$ cat src/rtl/bldc_commutator_pwm.sv
// bldc_commutator_pwm: hall-filtered six-step BLDC commutator with PWM, dead time and latched hall fault.
// Define BLDC_SEQ_CHECK_EN to also fault on accepted sector jumps other than 0/+-1.
module bldc_commutator_pwm #(
   parameter int DUTY_W      = 4,
   parameter int PRESCALE    = 1,
   parameter int HALL_FILT   = 4,
   parameter int DEAD_CYCLES = 3
) (
   input  logic              CLK,
   input  logic              RST,
   input  logic              H1,
   input  logic              H2,
   input  logic              H3,
   input  logic [DUTY_W-1:0] DUTY,
   input  logic              DIR,
   input  logic              EN,
   input  logic              BRAKE,
   output logic [2:0]        HI,
   output logic [2:0]        LO,
   output logic [2:0]        SECTOR,
   output logic              STEP,
   output logic              FAULT
);
   localparam int PW = $clog2(PRESCALE + 1);
   localparam int FW = $clog2(HALL_FILT + 1);
   localparam int DW = $clog2(DEAD_CYCLES + 1);
   localparam logic [DUTY_W-1:0] CNT_MAX = DUTY_W'((1 << DUTY_W) - 2);
   logic [2:0] s1, s2, cand, code, new_sec, plus, minus, cmd_hi, cmd_lo, hi_n, lo_n, dz;
   logic [5:0] tbl;
   logic [FW-1:0] cnt, cnt_n;
   logic [PW-1:0] pre;
   logic [DUTY_W-1:0] pwm_cnt, duty_q;
   logic [DW-1:0] dc [3];
   logic tick, wrap, pwm_on, accept, seq_bad;
   function automatic logic [2:0] decode(input logic [2:0] c);
      case (c)
         3'b001:  return 3'd0;
         3'b011:  return 3'd1;
         3'b010:  return 3'd2;
         3'b110:  return 3'd3;
         3'b100:  return 3'd4;
         3'b101:  return 3'd5;
         default: return 3'd7;
      endcase
   endfunction
   // cnt is the length of the current run of equal synchronized samples, saturating at HALL_FILT
   assign cnt_n   = (s2 != cand) ? FW'(1) : (cnt == FW'(HALL_FILT)) ? cnt : cnt + 1'b1;
   assign accept  = (cnt_n == FW'(HALL_FILT)) && (s2 != code);
   assign new_sec = decode(s2);
   assign tick    = pre == PW'(PRESCALE - 1);
   assign wrap    = pwm_cnt == CNT_MAX;
   assign pwm_on  = pwm_cnt < duty_q;
`ifdef BLDC_SEQ_CHECK_EN
   logic [2:0] last_sec;
   logic armed;
   assign seq_bad = armed && new_sec != 3'd7 && new_sec != last_sec
                    && new_sec != ((last_sec == 3'd5) ? 3'd0 : last_sec + 3'd1)
                    && new_sec != ((last_sec == 3'd0) ? 3'd5 : last_sec - 3'd1);
   always_ff @(posedge CLK) begin
      if (RST || !EN) begin
         armed    <= 1'b0;
         last_sec <= 3'd0;
      end else if (accept && new_sec != 3'd7) begin
         armed    <= 1'b1;
         last_sec <= new_sec;
      end
   end
`else
   assign seq_bad = 1'b0;
`endif
   // {positive leg, negative leg} for forward rotation
   always_comb
      case (SECTOR)
         3'd0:    tbl = 6'b001_010;
         3'd1:    tbl = 6'b001_100;
         3'd2:    tbl = 6'b010_100;
         3'd3:    tbl = 6'b010_001;
         3'd4:    tbl = 6'b100_001;
         3'd5:    tbl = 6'b100_010;
         default: tbl = 6'b000_000;
      endcase
   assign plus   = DIR ? tbl[2:0] : tbl[5:3];
   assign minus  = DIR ? tbl[5:3] : tbl[2:0];
   assign cmd_hi = (EN && !FAULT && !BRAKE && pwm_on) ? plus : 3'b000;
   assign cmd_lo = (EN && !FAULT) ? (BRAKE ? 3'b111 : minus) : 3'b000;
   // a switch may rise only after its leg has been fully off for DEAD_CYCLES, unless it is already on
   assign dz   = {dc[2] == '0, dc[1] == '0, dc[0] == '0};
   assign hi_n = cmd_hi & (HI | dz);
   assign lo_n = cmd_lo & ~hi_n & (LO | dz);
   always_ff @(posedge CLK) begin
      if (RST) begin
         s1      <= '0;
         s2      <= '0;
         cand    <= '0;
         cnt     <= '0;
         code    <= '0;
         SECTOR  <= 3'd7;
         STEP    <= 1'b0;
         FAULT   <= 1'b0;
         pre     <= '0;
         pwm_cnt <= '0;
         duty_q  <= '0;
         HI      <= '0;
         LO      <= '0;
         for (int i = 0; i < 3; i++) dc[i] <= DW'(DEAD_CYCLES);
      end else begin
         s1    <= {H3, H2, H1};
         s2    <= s1;
         cand  <= s2;
         cnt   <= cnt_n;
         STEP  <= accept && new_sec != SECTOR;
         FAULT <= EN && (FAULT || (accept && (new_sec == 3'd7 || seq_bad)));
         if (accept) begin
            code   <= s2;
            SECTOR <= new_sec;
         end
         pre <= tick ? '0 : pre + 1'b1;
         if (tick) pwm_cnt <= wrap ? '0 : pwm_cnt + 1'b1;
         if (tick && wrap) duty_q <= DUTY;
         HI <= hi_n;
         LO <= lo_n;
         for (int i = 0; i < 3; i++)
            dc[i] <= (hi_n[i] || lo_n[i]) ? DW'(DEAD_CYCLES) : (dc[i] == '0) ? '0 : dc[i] - 1'b1;
      end
   end
endmodule

$ cat config.mk
export PLATFORM = sky130hd
export DESIGN_NAME = bldc_commutator_pwm
export DESIGN_NICKNAME = d
export VERILOG_FILES = /design/src/rtl/bldc_commutator_pwm.sv
export SDC_FILE = /design/constraint.sdc
export NUM_CORES = 1
export LEC_CHECK = 0
export BUFFER_PORTS_ARGS = -buffer_cell sky130_fd_sc_hd__buf_2
export CELL_PAD_IN_SITES_DETAIL_PLACEMENT = 0
export CELL_PAD_IN_SITES_GLOBAL_PLACEMENT = 1
export CORE_UTILIZATION = 47
export CTS_CLUSTER_DIAMETER = 120
export DETAILED_ROUTE_END_ITERATION = 8
export GPL_TIMING_DRIVEN = 0
export PLACE_DENSITY = 0.93
export SYNTH_ARGS = -nofsm -noshare
export SYNTH_HDL_FRONTEND = slang
export SYNTH_SLANG_ARGS = --single-unit
$ cat constraint.sdc
create_clock -name CLK -period 5.5 [get_ports CLK]
set_input_delay 0.55 -clock CLK [delete_from_list [all_inputs] [get_ports CLK]]
set_output_delay 0.55 -clock CLK [all_outputs]
set_load 0.05 [all_outputs]
# [Word level (Yosys, flattened, before mapping)]
# Memories as Yosys holds them, arrays and structs flattened.
# Index checks and enable logic that the tools add are counted.
[totals] in_bits=12 output_inout_bits=11 ff_bits=35 wordCells=90 ramBits=6 memories=1
[op_classes] n_eq_ne=18 bitwise=10 n_lt_le_gt_ge=1 reduce_logical=19 mux=22 add_sub_neg=6
[memory_table] memory="dc" depth=3 width=2 read_ports=3 rd_clocked_by_memory_dff=0 wr=3 line_no="33" text="logic [DW-1:0] dc [3];"
[ops] cell="$pmux W6 S6" count=1
[ops] cell="$eq A3 B3 Y1 const B" count=8
[ops] cell="$mux W3" count=7
[ops] cell="$mux W2" count=9
[ops] cell="$pmux W3 S6" count=1
[ops] cell="$eq A3 B2 Y1 const B" count=4
[ops] cell="$and A3 B3 Y3" count=3
[ops] cell="$ne A3 B3 Y1" count=3
[ops] cell="$logic_and A1 B1 Y1" count=8
[ops] cell="$eq A3 B1 Y1 const B" count=2
[ops] cell="$logic_not A2 Y1" count=3
[ops] cell="$or A3 B3 Y3" count=2
[ops] cell="$sub A2 B1 Y2 const B" count=3
[ops] cell="$add A4 B1 Y4 const B" count=1
[ops] cell="$eq A4 B4 Y1 const B" count=1
[ops] cell="$logic_or A1 B1 Y1" count=4
[ops] cell="$lt A4 B4 Y1" count=1
[ops] cell="$mux W4" count=1
[ops] cell="$add A3 B1 Y3 const B" count=1
[ops] cell="$logic_not A3 Y1" count=1
[ops] cell="$mux W1" count=3
[ops] cell="$not A3 Y3" count=1
[ops] cell="$or A1 B1 Y1" count=3
[ops] cell="$logic_not A1 Y1" count=2
[ops] cell="3 further kinds" count=3

# [Longest topological paths before layout]
# Gate-level depths: netlist of the first run.
[logic_depth] depth_word=12 mapped_depth=7 mapped_depth_nobuf=6

# [Worst setup path before layout of the first run]
# No wires, ideal clock.
[synth_timing] kind="flip-flop to flip-flop" startpoint="reg cnt[1]" endpoint="reg code[0]" n_path_buf=1 setup_time_ns=0.121 path_slack_ns=3.572 synth_period_minus_slack_ns=1.928 stages_incl_launch_ff=8 t_required_ns=5.379 arrival_ns=1.806 cell_sequence="dfxtp_1 -> inv_1 -> ha_1 -> nor3b_1 -> a31oi_1 -> or4_1 -> buf_6 -> mux2_4"
[synth_via] elab_chain_len=5 elab_cells_between_ends=6 classes_between="add/sub: 1; eq/ne: 2; mux: 2; reduce/logical: 1"
[synth_lines] element="start: declaration" line_no="30" text="logic [FW-1:0] cnt, cnt_n;"
[synth_lines] element="start signal: assignment" line_no="110" text="cnt <= cnt_n;"
[synth_lines] element="$add A3 B1 Y3 or $eq A3 B3 Y1 (tied branches)" line_no="47" text="assign cnt_n = (s2 != cand) ? FW'(1) : (cnt == FW'(HALL_FILT)) ? cnt : cnt + 1'b1;"
[synth_lines] element="$mux W3 (*) (2 in series)" line_no="47"
[synth_lines] element="$eq A3 B3 Y1 (*)" line_no="48" text="assign accept = (cnt_n == FW'(HALL_FILT)) && (s2 != code);"
[synth_lines] element="$logic_and A1 B1 Y1 (*)" line_no="48"
[synth_lines] element="end signal: assignment" line_no="96" text="code <= '0;"
[synth_lines] element="end signal: assignment" line_no="114" text="code <= s2;"
[synth_lines] element="end: declaration" line_no="28" text="logic [2:0] s1, s2, cand, code, new_sec, plus, minus, cmd_hi, cmd_lo, hi_n, lo_n, dz;"
# Mark *: on every way between the ends. The rest lies on a longest branch, timed or not.
# A chain may end at the register's enable or synchronous reset.

# [Worst setup path in the final report of the first run]
[layout_timing] startpoint="reg cnt[1]" endpoint="reg code[2]"
# Same word-level chain as after synthesis.

==> results.tsv, run 1 <==
metric	value	unit
combPwrFrac	9.6	%
async_reset_ff_share	0	%
syn_nets	235	
cts_setup_buffers	0	
antenna_found_initial	0	
htree_levels	2	
wl_met2	1780	um
dp_hpwl	2740	um
clkTransAtPathRegs	0.07	ns
grt_overflow	0	
synth_simple_gate_area_share	21.8	%
vias_per_cell	5.22	
cts-root-buf	clkbuf_8	
reg2regPathDepth	7	
run_status	finished, final reports clean	
post_dp_cell_area	0.00214	sq mm
synth_top_family_by_area	simple AND/OR/NAND/NOR gates	
crit_fanout	8	
finalSetupViolCount	0	
end_kind	flop	
worstPathArrival	2.23	ns
total_power	0.584	mW
die_w	66.7	um
clk_latency	0.29	ns
required	5.68	ns
highest_layer	met4	
pre_cts_ws	3.47	ns
holdPathStages	1	
grt_pass1_vias	1475	
die_h	66.7	um
numClockSinks	41	
crit_chain	inv_1 > ha_1 > nor3b_1 > a31oi_1 > or4_1 > buf_6 > mux2_4	
slew_headroom	54.1	%
areaGrowthSynthToFinish	13.9	%
max_freq	489	MHz
ios	23	
final_common_cell	dfxtp_1	
core_area	0.00400	sq mm
layout_min_cycle_time	2.05	ns
synthFlopType	dfxtp_1	
grt.total_usage	19.4	%
fin_setup_tns	0	ns
routed_wirelength	3710	um
wl_met3	132	um
cts_max_path_buffers	2	
maxCapViolCount	0	
rows	23	
p_per_area	261	mW/mm^2
syn_inst	218	
synth_fa_ha_area_share	3.18	%
grt_pass1_wl	6390	um
routabilityCongestion	0.764	
synth-edff-count	0	
power.switching	0.138	mW
cts_hold_buf	0	
finalHoldViolations	0	
worstSetupPathType	reg -> reg	
syn_area	0.00196	sq mm
mostFrequentLayoutCells	41 x dfxtp_1, 23 x nor2_1, 22 x buf_2	
drive_above_1_share	16.5	%
worst_setup_path_start_kind	flop	
numPortBuffers	22	
power.leakage	0.939	nW
worst_slew_pin_slew	0.685	ns
antenna_cells	0	
internal-power	0.446	mW
synth_compound_area_share	16.1	%
fin_util	56.0	%
fillers	391	
grt_max_degree	13	
ys_ff_latch	41	
fin_area	0.00224	sq mm
ant_nets	0	
cts-buffers-inserted	5	
fin_ws	3.45	ns
cts_tree	yes	
drv_slew	0	
clkPwrFrac	36.4	%
yosys_warnings	0	
crit_path_max_incr_delay	0.49	ns
seq_area_frac_synth	41.8	%
wl_per_cell	12.4	um
pwr-share-seq	54.0	%
fin_worst_skew	0.00392	ns
cts_resized	0	
min_path_type	reg -> reg	
drt_pass1_iterations	4	
initial_core_util	49.1	%
critPathSlowestCell	or4_1	
p_sw_share	23.6	%
muxShareOfSynthArea	6.37	%
drt-initial-drc-count	58	
synth_cell_types	43	
vias	1555	
synth_xor_area_share	5.29	%
nets	264	
syn_avg_cell_area	9.01	sq um
ir_drop	0.182	mV
wl_met1	1750	um
drc	0	
dieArea	0.00444	sq mm
finalCritPeriodShare	37.2	%
rsz0062_at_grt	no	
## metrics by stage
stage,cells,hold WS [ns]
global route,298,0.461
floorplan,218,0.414
detailed placement,290,0.429
global placement,290,0.420
CTS,298,0.448
finish,298,0.443
## state kept, by name (all words and copies together) (netlist names), 3 cells and up
signal / count
duty_q: 4
HI: 3
s2: 3
code: 3
cand: 3
cnt: 3
SECTOR: 3
s1: 3
dc: 6
LO: 3
pwm_cnt: 4
## final cells by class
cell class                      instances  area [sq um]  share of cell area, %
Multi-Input combinational cell        153          1040                   46.4
Tap cell                               50          62.6                   2.79
Clock buffer                            7          96.3                   4.30
Inverter                                9          33.8                   1.51
Buffer                                 15          71.3                   3.19
Timing Repair Buffer                   22           110                   4.92
Clock inverter                          1          5.00                  0.224
Sequential cell                        41           821                   36.7
## power groups by stage
stage	logic, mW	registers (mW)	clock network [mW]
after floorplan	0.0409	0.322	0
after global placement	0.0551	0.322	0
after detailed placement	0.0566	0.322	0
after CTS	0.0568	0.315	0.219
after global routing	0.0641	0.317	0.229
final	0.0563	0.315	0.212
## worst max-delay path, delay by kind of cell (launching register included)
family                     cells  cell delay, ns
adders and majority gates      1            0.31
and+or+nand+nor                2            0.69
muxes                          1            0.29
AOI/OAI and AO/OA              1            0.06
DFF                            1            0.38
buffers and inverters          2            0.23
## metal layers
metal / vias up / global-route usage, %
met5: - / 0
met4: 0 / 7.98
met3: 4 / 4.79
met2: 24 / 32.7
met1: 710 / 23.3
li1: 817 / -
## Yosys cell counts (2+ instances only)
library cell | instances | share of area, %
dfxtp_1 | 41 | 42
nor2_1 | 23 | 4.4
nor2b_1 | 16 | 5.1
a21oi_1 | 13 | 3.3
clkbuf_1 | 12 | 2.3
nor3_1 | 10 | 2.5
inv_1 | 9 | 1.7
mux2i_1 | 8 | 4.1
o211ai_1 | 8 | 3.1
o21ai_0 | 7 | 1.8
xor2_1 | 6 | 2.7
ha_1 | 5 | 3.2
nand2_1 | 5 | 0.96
nand3b_1 | 5 | 1.9
a211oi_1 | 4 | 1.5
xnor2_1 | 4 | 1.8
mux2_4 | 3 | 2.3
nand2b_1 | 3 | 0.96
nor3b_1 | 3 | 1.1
o22ai_1 | 3 | 0.96
or3b_2 | 3 | 1.3
a31oi_1 | 2 | 0.64
and3_1 | 2 | 0.64
buf_6 | 2 | 1.1
o221ai_1 | 2 | 0.89
o31ai_1 | 2 | 0.76
## path summary, 6_finish.rpt
check	from	endpoint	slack [ns]
hold reg to reg	s1[1]	s2[1]	0.44
setup / recovery	cnt[1]	code[2]	3.45
setup reg to reg	cnt[1]	code[2]	3.45
hold / removal	s1[1]	s2[1]	0.44
## logic make-up (layout without fill, tap and decap cells)
family,after synthesis,count (layout)
AND/OR/NAND/NOR,77,77
AO/OA/AOI/OAI,48,48
flip-flops,41,41
buffers and inverters,24,54
XOR/XNOR,11,11
multiplexers,11,11
adder cells (fa/ha/maj),5,5
other,1,1
(Power assumes the default switching activity.)
==> inputs of run 2 (changes only) <==
- CORE_UTILIZATION: 47 -> 39
- PLACE_DENSITY: 0.93 -> 0.84
- clock period: 5.5 -> 1.8 ns (I/O delays scaled with it)
==> run 2 against run 1 <==
- the flow now finishes with violations (setup timing)
- critical path depth unchanged
- clock skew is 0.0019 ns higher
- core utilization decreased by 7.9 points
- power rose to 3.0 times the previous value
- flip-flop and latch count did not move
- global-route usage decreased by 2.9 points
- count of clock-buffer cells in the layout shrank 1
- first-iteration DRC count is 10% higher
- worst hold slack got worse by 0.35 ns
- routed wire length rose by 6.1%
- largest power group unchanged
- highest routed layer unchanged
==> results.tsv, run 2 (synthesis results as in run 1) <==
metric	value	unit	change
mostFrequentLayoutCells	39 x dfxtp_1, 23 x nor2_1, 22 x buf_2		was 41 x dfxtp_1, 23 x nor2_1, 22 x buf_2
multi_input_area	0.00106	sq mm	was 0.00104 sq mm
crit_path_max_incr_delay	0.49	ns	about the same
grt_overflow	0		unchanged
ios	23		unchanged
routabilityCongestion	0.758		was 0.764
fin_setup_tns	-0.549	ns	was 0 ns
drive_above_1_share	20.9	%	was 16.5%
power.leakage	0.960	nW	was 0.939 nW
min_path_type	in -> reg		was reg -> reg
wl_per_cell	12.3	um	was 12.4 um
total_power	1.74	mW	was 0.584 mW
cts_max_path_buffers	2		unchanged
areaGrowthSynthToFinish	17.1	%	was 13.9%
post_dp_cell_area	0.00218	sq mm	was 0.00214 sq mm
drt_pass1_iterations	4		unchanged
reg2regPathDepth	7		unchanged
grt_pass1_wl	6700	um	was 6390 um
ir_drop	0.335	mV	was 0.182 mV
finalHoldViolations	0		unchanged
critPathTopFamily	simple AND/OR/NAND/NOR gates		unchanged
slew_headroom	62.9	%	was 54.1%
run_status	finished with violations		was finished, final reports clean
worstPathArrival	2.10	ns	was 2.23 ns
crit_start	cnt[0]		was cnt[1]
top_regs	dc (6), duty_q (4), pwm_cnt (4)		unchanged
layout_min_cycle_time	1.91	ns	was 2.05 ns
fin_worst_skew	0.00580	ns	was 0.00392 ns
dp_hpwl	2740	um	about the same
violations	setup timing		
worstSetupPathType	reg -> reg		unchanged
crit_cells	7		unchanged
htree_levels	2		unchanged
finalCritPeriodShare	106	%	was 37.2%
cts-root-buf	clkbuf_8		unchanged
drv_slew	0		unchanged
regMostFlops	dc		unchanged
pre_cts_ws	-0.133	ns	was 3.47 ns
cts_hold_buf	0		unchanged
placed_cells	307		was 290
critPathSlowestCell	or4_1		unchanged
path_buf_inv	2		unchanged
regArea	823	sq um	was 821 sq um
maxCapViolCount	0		unchanged
worst_setup_path_start_kind	flop		unchanged
required	1.99	ns	was 5.68 ns
instances_no_fill	320		was 298
dieArea	0.00532	sq mm	was 0.00444 sq mm
crit_chain	inv_2 > ha_4 > o21bai_1 > a31oi_1 > or4_1 > buf_6 > mux2_4		was inv_1 > ha_1 > nor3b_1 > a31oi_1 > or4_1 > buf_6 > mux2_4
numPortBuffers	22		unchanged
clkTransAtPathRegs	0.08	ns	was 0.07 ns
die_w	73.0	um	was 66.7 um
drc	0		unchanged
crit_path_end	code[2]		unchanged
holdPathStages	2		was 1
antenna_cells	0		unchanged
rsz0062_at_grt	yes		was no
grt.total_usage	16.5	%	was 19.4%
fin_area	0.00230	sq mm	was 0.00224 sq mm
fin_ws	-0.110	ns	was 3.45 ns
crit_fanout	7		was 8
worst_slew_pin_slew	0.556	ns	was 0.685 ns
antenna_found_initial	0		unchanged
numClockSinks	41		unchanged
reg2reg_from	cnt[0]		was cnt[1]
cts-buffers-inserted	5		unchanged
initial_core_util	41.0	%	was 49.1%
vias_per_cell	5.05		was 5.22
grt_max_degree	13		unchanged
final_common_cell	dfxtp_1		unchanged
max_freq	523	MHz	was 489 MHz
die_h	73.0	um	was 66.7 um
fillers	475		was 391
nets	269		was 264
cts_tree	yes		unchanged
largest_reg_flops	6		unchanged
drt-initial-drc-count	64		was 58
ant_nets	0		unchanged
clk_latency	0.29	ns	about the same
p_per_area	755	mW/mm^2	was 261 mW/mm^2
worstReg2RegEnd	code[2]		unchanged
end_kind	flop		unchanged
vias	1616		was 1555
routed_wirelength	3930	um	was 3710 um
rows	25		was 23
r2r_slack	-0.11	ns	was 3.45 ns
core_area	0.00479	sq mm	was 0.00400 sq mm
grt_pass1_vias	1522		was 1475
finalSetupViolCount	7		was 0
## run 2: cell types whose count changed in the layout (fill, tap and decap cells not counted), moves of 2 or more
cell / before / now
inv_2: 0 / 2
clkbuf_2: 0 / 2
clkbuf_8: 7 / 5
inv_1: 9 / 7
dfxtp_2: 0 / 2
dfxtp_1: 41 / 39
buf_4: 0 / 5
## run 2: per-stage QoR
| step | utilization, % | hold slack (ns) |
|---|---|---|
| floorplan | - | 0.263 |
| global placement | 45.5 | 0.388 |
| detailed placement | 45.5 | 0.399 |
| CTS | 47.9 | 0.0914 |
| global route | 48.1 | 0.0908 |
| finish | 48.1 | 0.0909 |
## run 2: power by group
| part | internal [mW] | total (mW) | leakage [nW] | switching (mW) |
|---|---|---|---|---|
| combinational | 0.0894 | 0.190 | 0.580 | 0.101 |
| sequential | 0.941 | 0.964 | 0.336 | 0.0229 |
| clock | 0.269 | 0.582 | 0.0450 | 0.314 |
| total | 1.30 | 1.74 | 0.960 | 0.437 |
## run 2: worst min path at each step
stage          from  endpoint
6_report         H1     s1[0]
5_1_grt          H1     s1[0]
4_1_cts          H1     s1[0]
3_5_place_dp     H1     s1[0]
3_3_place_gp     H2     s1[1]
2_1_floorplan   RST   cand[0]
## run 2: area by class of cell
type | instances | share of cell area, %
Tap cell | 67 | 3.64
Sequential cell | 41 | 35.8
Inverter | 9 | 1.47
Buffer | 15 | 3.21
Multi-Input combinational cell | 153 | 45.9
Clock inverter | 2 | 0.435
Clock buffer | 6 | 3.15
Timing Repair Buffer | 27 | 6.42
## run 2: what timing repair did
item,in CTS,in global routing
pin swaps,0,1
endpoints found under the setup margin,4,18
endpoints found under the hold margin,0,0
buffers inserted,4,1
cloned,0,0
resized for setup,0,5
## run 2: per-layer routing
metal	part of all wire, %	global-route usage, %	wire length (um)
met4	1.6	7.84	64
met1	46	19.7	1830
met5	0	0	0
met2	49	28.1	1940
met3	2.6	3.73	103
==> inputs of run 3 (changes only) <==
- ABC_AREA: unset -> 1
- CORE_UTILIZATION: 39 -> 37
- GPL_TIMING_DRIVEN: 0 -> unset
- SLEW_MARGIN: unset -> 0
==> run 3 against run 2 <==
- the run now ends clean
- area after synthesis is 1.9% lower
- worst hold slack worse by 0.0039 ns
- count of clock-buffer cells in the layout is 1 lower
- flip-flop and latch count stayed put
- critical endpoint is now code[1]
==> results.tsv, run 3 <==
metric	value	unit	change
clkTransAtPathRegs	0.08	ns	about the same
maxCapViolCount	0		unchanged
syn_area	0.00193	sq mm	was 0.00196 sq mm
cts_max_path_buffers	2		unchanged
timing.hold.worst_endpoint	s1[1]		was s1[0]
yosys-top-cells-area	dfxtp_1 43%, nand2_1 11%, inv_1 8.8%		was dfxtp_1 42%, nor2b_1 5.1%, nor2_1 4.4%
syn_nets	287		was 235
min_path_type	in -> reg		unchanged
rows	25		unchanged
mostFrequentLayoutCells	57 x nand2_1, 45 x inv_1, 41 x dfxtp_1		was 39 x dfxtp_1, 23 x nor2_1, 22 x buf_2
run_status	finished, final reports clean		was finished with violations
worst_setup_path_start_kind	flop		unchanged
grt.total_usage	14.9	%	was 16.5%
min_from	H2		was H1
grt_pass1_vias	1413		was 1522
yosys_warnings	0		unchanged
ios	23		unchanged
worstPathArrival	1.79	ns	was 2.10 ns
htree_levels	2		unchanged
seq_area_frac_synth	42.6	%	was 41.8%
ir_drop	0.498	mV	was 0.335 mV
cts_tree	yes		unchanged
regMostFlops	dc		unchanged
synth_cell_types	28		was 43
required	1.99	ns	about the same
synth-edff-count	0		unchanged
areaGrowthSynthToFinish	17.5	%	was 17.1%
synth_top_area_share	42.6	%	was 41.8%
total_power	2.05	mW	was 1.74 mW
clk_latency	0.29	ns	about the same
nets	315		was 269
fin_setup_tns	0	ns	was -0.549 ns
drt_pass1_iterations	4		unchanged
numPortBuffers	22		unchanged
final_common_cell	nand2_1		was dfxtp_1
power.leakage	1.13	nW	was 0.960 nW
drt-initial-drc-count	104		was 64
layout_min_cycle_time	1.60	ns	was 1.91 ns
dieArea	0.00550	sq mm	was 0.00532 sq mm
syn_avg_cell_area	7.14	sq um	was 9.01 sq um
worstSetupPathType	reg -> reg		unchanged
yosys.cell_count.top_type	nand2_1		was dfxtp_1
holdPathStages	3		was 2
drv_slew	0		unchanged
routed_wirelength	3570	um	was 3930 um
r2r_slack	0.20	ns	was -0.11 ns
die_h	74.2	um	was 73.0 um
largest_reg_flops	6		unchanged
wl_per_cell	9.76	um	was 12.3 um
async_reset_ff_share	0	%	unchanged
synth_common_cells	58 x nand2_1, 45 x inv_1, 41 x dfxtp_1, 33 x nor2_1, 17 x a21oi_1		was 41 x dfxtp_1, 23 x nor2_1, 16 x nor2b_1, 13 x a21oi_1, 12 x clkbuf_1
cts-buffers-inserted	5		unchanged
grt_overflow	0		unchanged
vias	1628		was 1616
finalCritPeriodShare	88.8	%	was 106%
dp_hpwl	2630	um	was 2740 um
top_regs	dc (6), duty_q (4), pwm_cnt (4)		unchanged
yosysTopAreaCell	dfxtp_1		unchanged
initial_core_util	39.5	%	was 41.0%
cts-root-buf	clkbuf_8		unchanged
antenna_cells	0		unchanged
numClockSinks	41		unchanged
cts_setup_buffers	0		was 4
core_area	0.00488	sq mm	was 0.00479 sq mm
drive_above_1_share	16.1	%	was 20.9%
end_kind	flop		unchanged
die_w	74.2	um	was 73.0 um
rsz0062_at_grt	no		was yes
max_freq	625	MHz	was 523 MHz
grt_max_degree	23		was 13
drc	0		unchanged
finalSetupViolCount	0		was 7
grt_pass1_wl	6130	um	was 6700 um
vias_per_cell	4.45		was 5.05
ant_nets	0		unchanged
finalHoldViolations	0		unchanged
syn_inst	270		was 218
antenna_found_initial	0		unchanged
routabilityCongestion	0.811		was 0.758
crit_fanout	9		was 7
worstReg2RegEnd	code[1]		was code[2]
synthFlopType	dfxtp_1		unchanged
reg2reg_from	cnt[0]		unchanged
fin_worst_skew	0.0103	ns	was 0.00580 ns
ys_ff_latch	41		unchanged
p_per_area	905	mW/mm^2	was 755 mW/mm^2
reg2regPathDepth	9		was 7
==> run 3: cell types whose count changed in the layout (fill, tap and decap cells not counted), sizes merged, moves of 7 or more <==
cell,previous run,this run
nand2,5,62
inv,9,50
nor2,23,39
nor2b,16,0
clkbuf,18,5
nand3,1,14
mux2i,8,0
o21ai,7,15
o211ai,8,1
==> run 3: kinds of logic (layout without fill, tap and decap cells) <==
group	after synthesis	after routing	synth area share [%]
other cells	1	1	0.195
xor+xnor	6	6	2.73
fa+ha+maj	5	5	3.25
flops	41	41	42.6
buf+inv	53	82	10.3
compound gates	34	34	9.03
simple gates	130	130	31.9
==> run 3: area by class of cell <==
class | count | area (sq um)
well taps | 67 | 83.8
clock inverters | 3 | 68.8
clock buffers | 5 | 68.8
flip-flops and latches | 41 | 821
inverters | 50 | 188
multi-input cells | 176 | 910
repair buffers | 24 | 125
fillers | 518 | 2620
==> run 3: critical path: stages, from the launching register on <==
cell	delay, ns
dfxtp_1	0.37
inv_1	0.06
ha_1	0.19
nand2_1	0.12
xor2_1	0.40
nor2_8	0.11
nand2_4	0.12
nand2_1	0.05
inv_1	0.06
nor2_2	0.03
==> run 3: report_power, final <==
group | switching [mW] | total, mW | internal, mW
sequential | 0.0242 | 0.964 | 0.940
clock | 0.325 | 0.883 | 0.558
combinational | 0.128 | 0.202 | 0.0737
total | 0.477 | 2.05 | 1.57
==> run 3: routing by layer <==
| layer | GRT usage (%) | part of all wire (%) |
|---|---|---|
| met1 | 20.3 | 52 |
| met2 | 22.2 | 44 |
| met3 | 4.47 | 3.3 |
| met4 | 5.13 | 0.70 |
| met5 | 0 | 0 |
==> run 3: worst max path at each step <==
stage	depth (start not counted)	startpoint	to	slack, ns
5_1_grt	11	cnt[0]	code[0]	0.01
3_3_place_gp	9	cnt[0]	code[2]	0.22
2_1_floorplan	9	SECTOR[2]	dc[0][0]	0.26
3_5_place_dp	10	cnt[0]	SECTOR[0]	0.20
4_1_cts	11	cnt[0]	code[1]	0.18
6_report	9	cnt[0]	code[1]	0.20
==> run 3: per-stage QoR <==
stage               hold slack [ns]  util, %  area, sq um  setup WS (ns)  std cells
detailed placement            0.389     43.5         2120          0.201        358
CTS                          0.0739     46.4         2260          0.179        366
global route                 0.0797     46.4         2260         0.0146        366
global placement              0.381     43.5         2120          0.217        358
floorplan                     0.259        -         1930          0.257        270
finish                       0.0871     46.4         2260          0.201        366
==> run 3: repair_timing <==
action,in CTS,in global routing
endpoints found under the hold margin,0,0
hold buffers,0,0
endpoints found under the setup margin,0,1
gates resized for setup,0,1
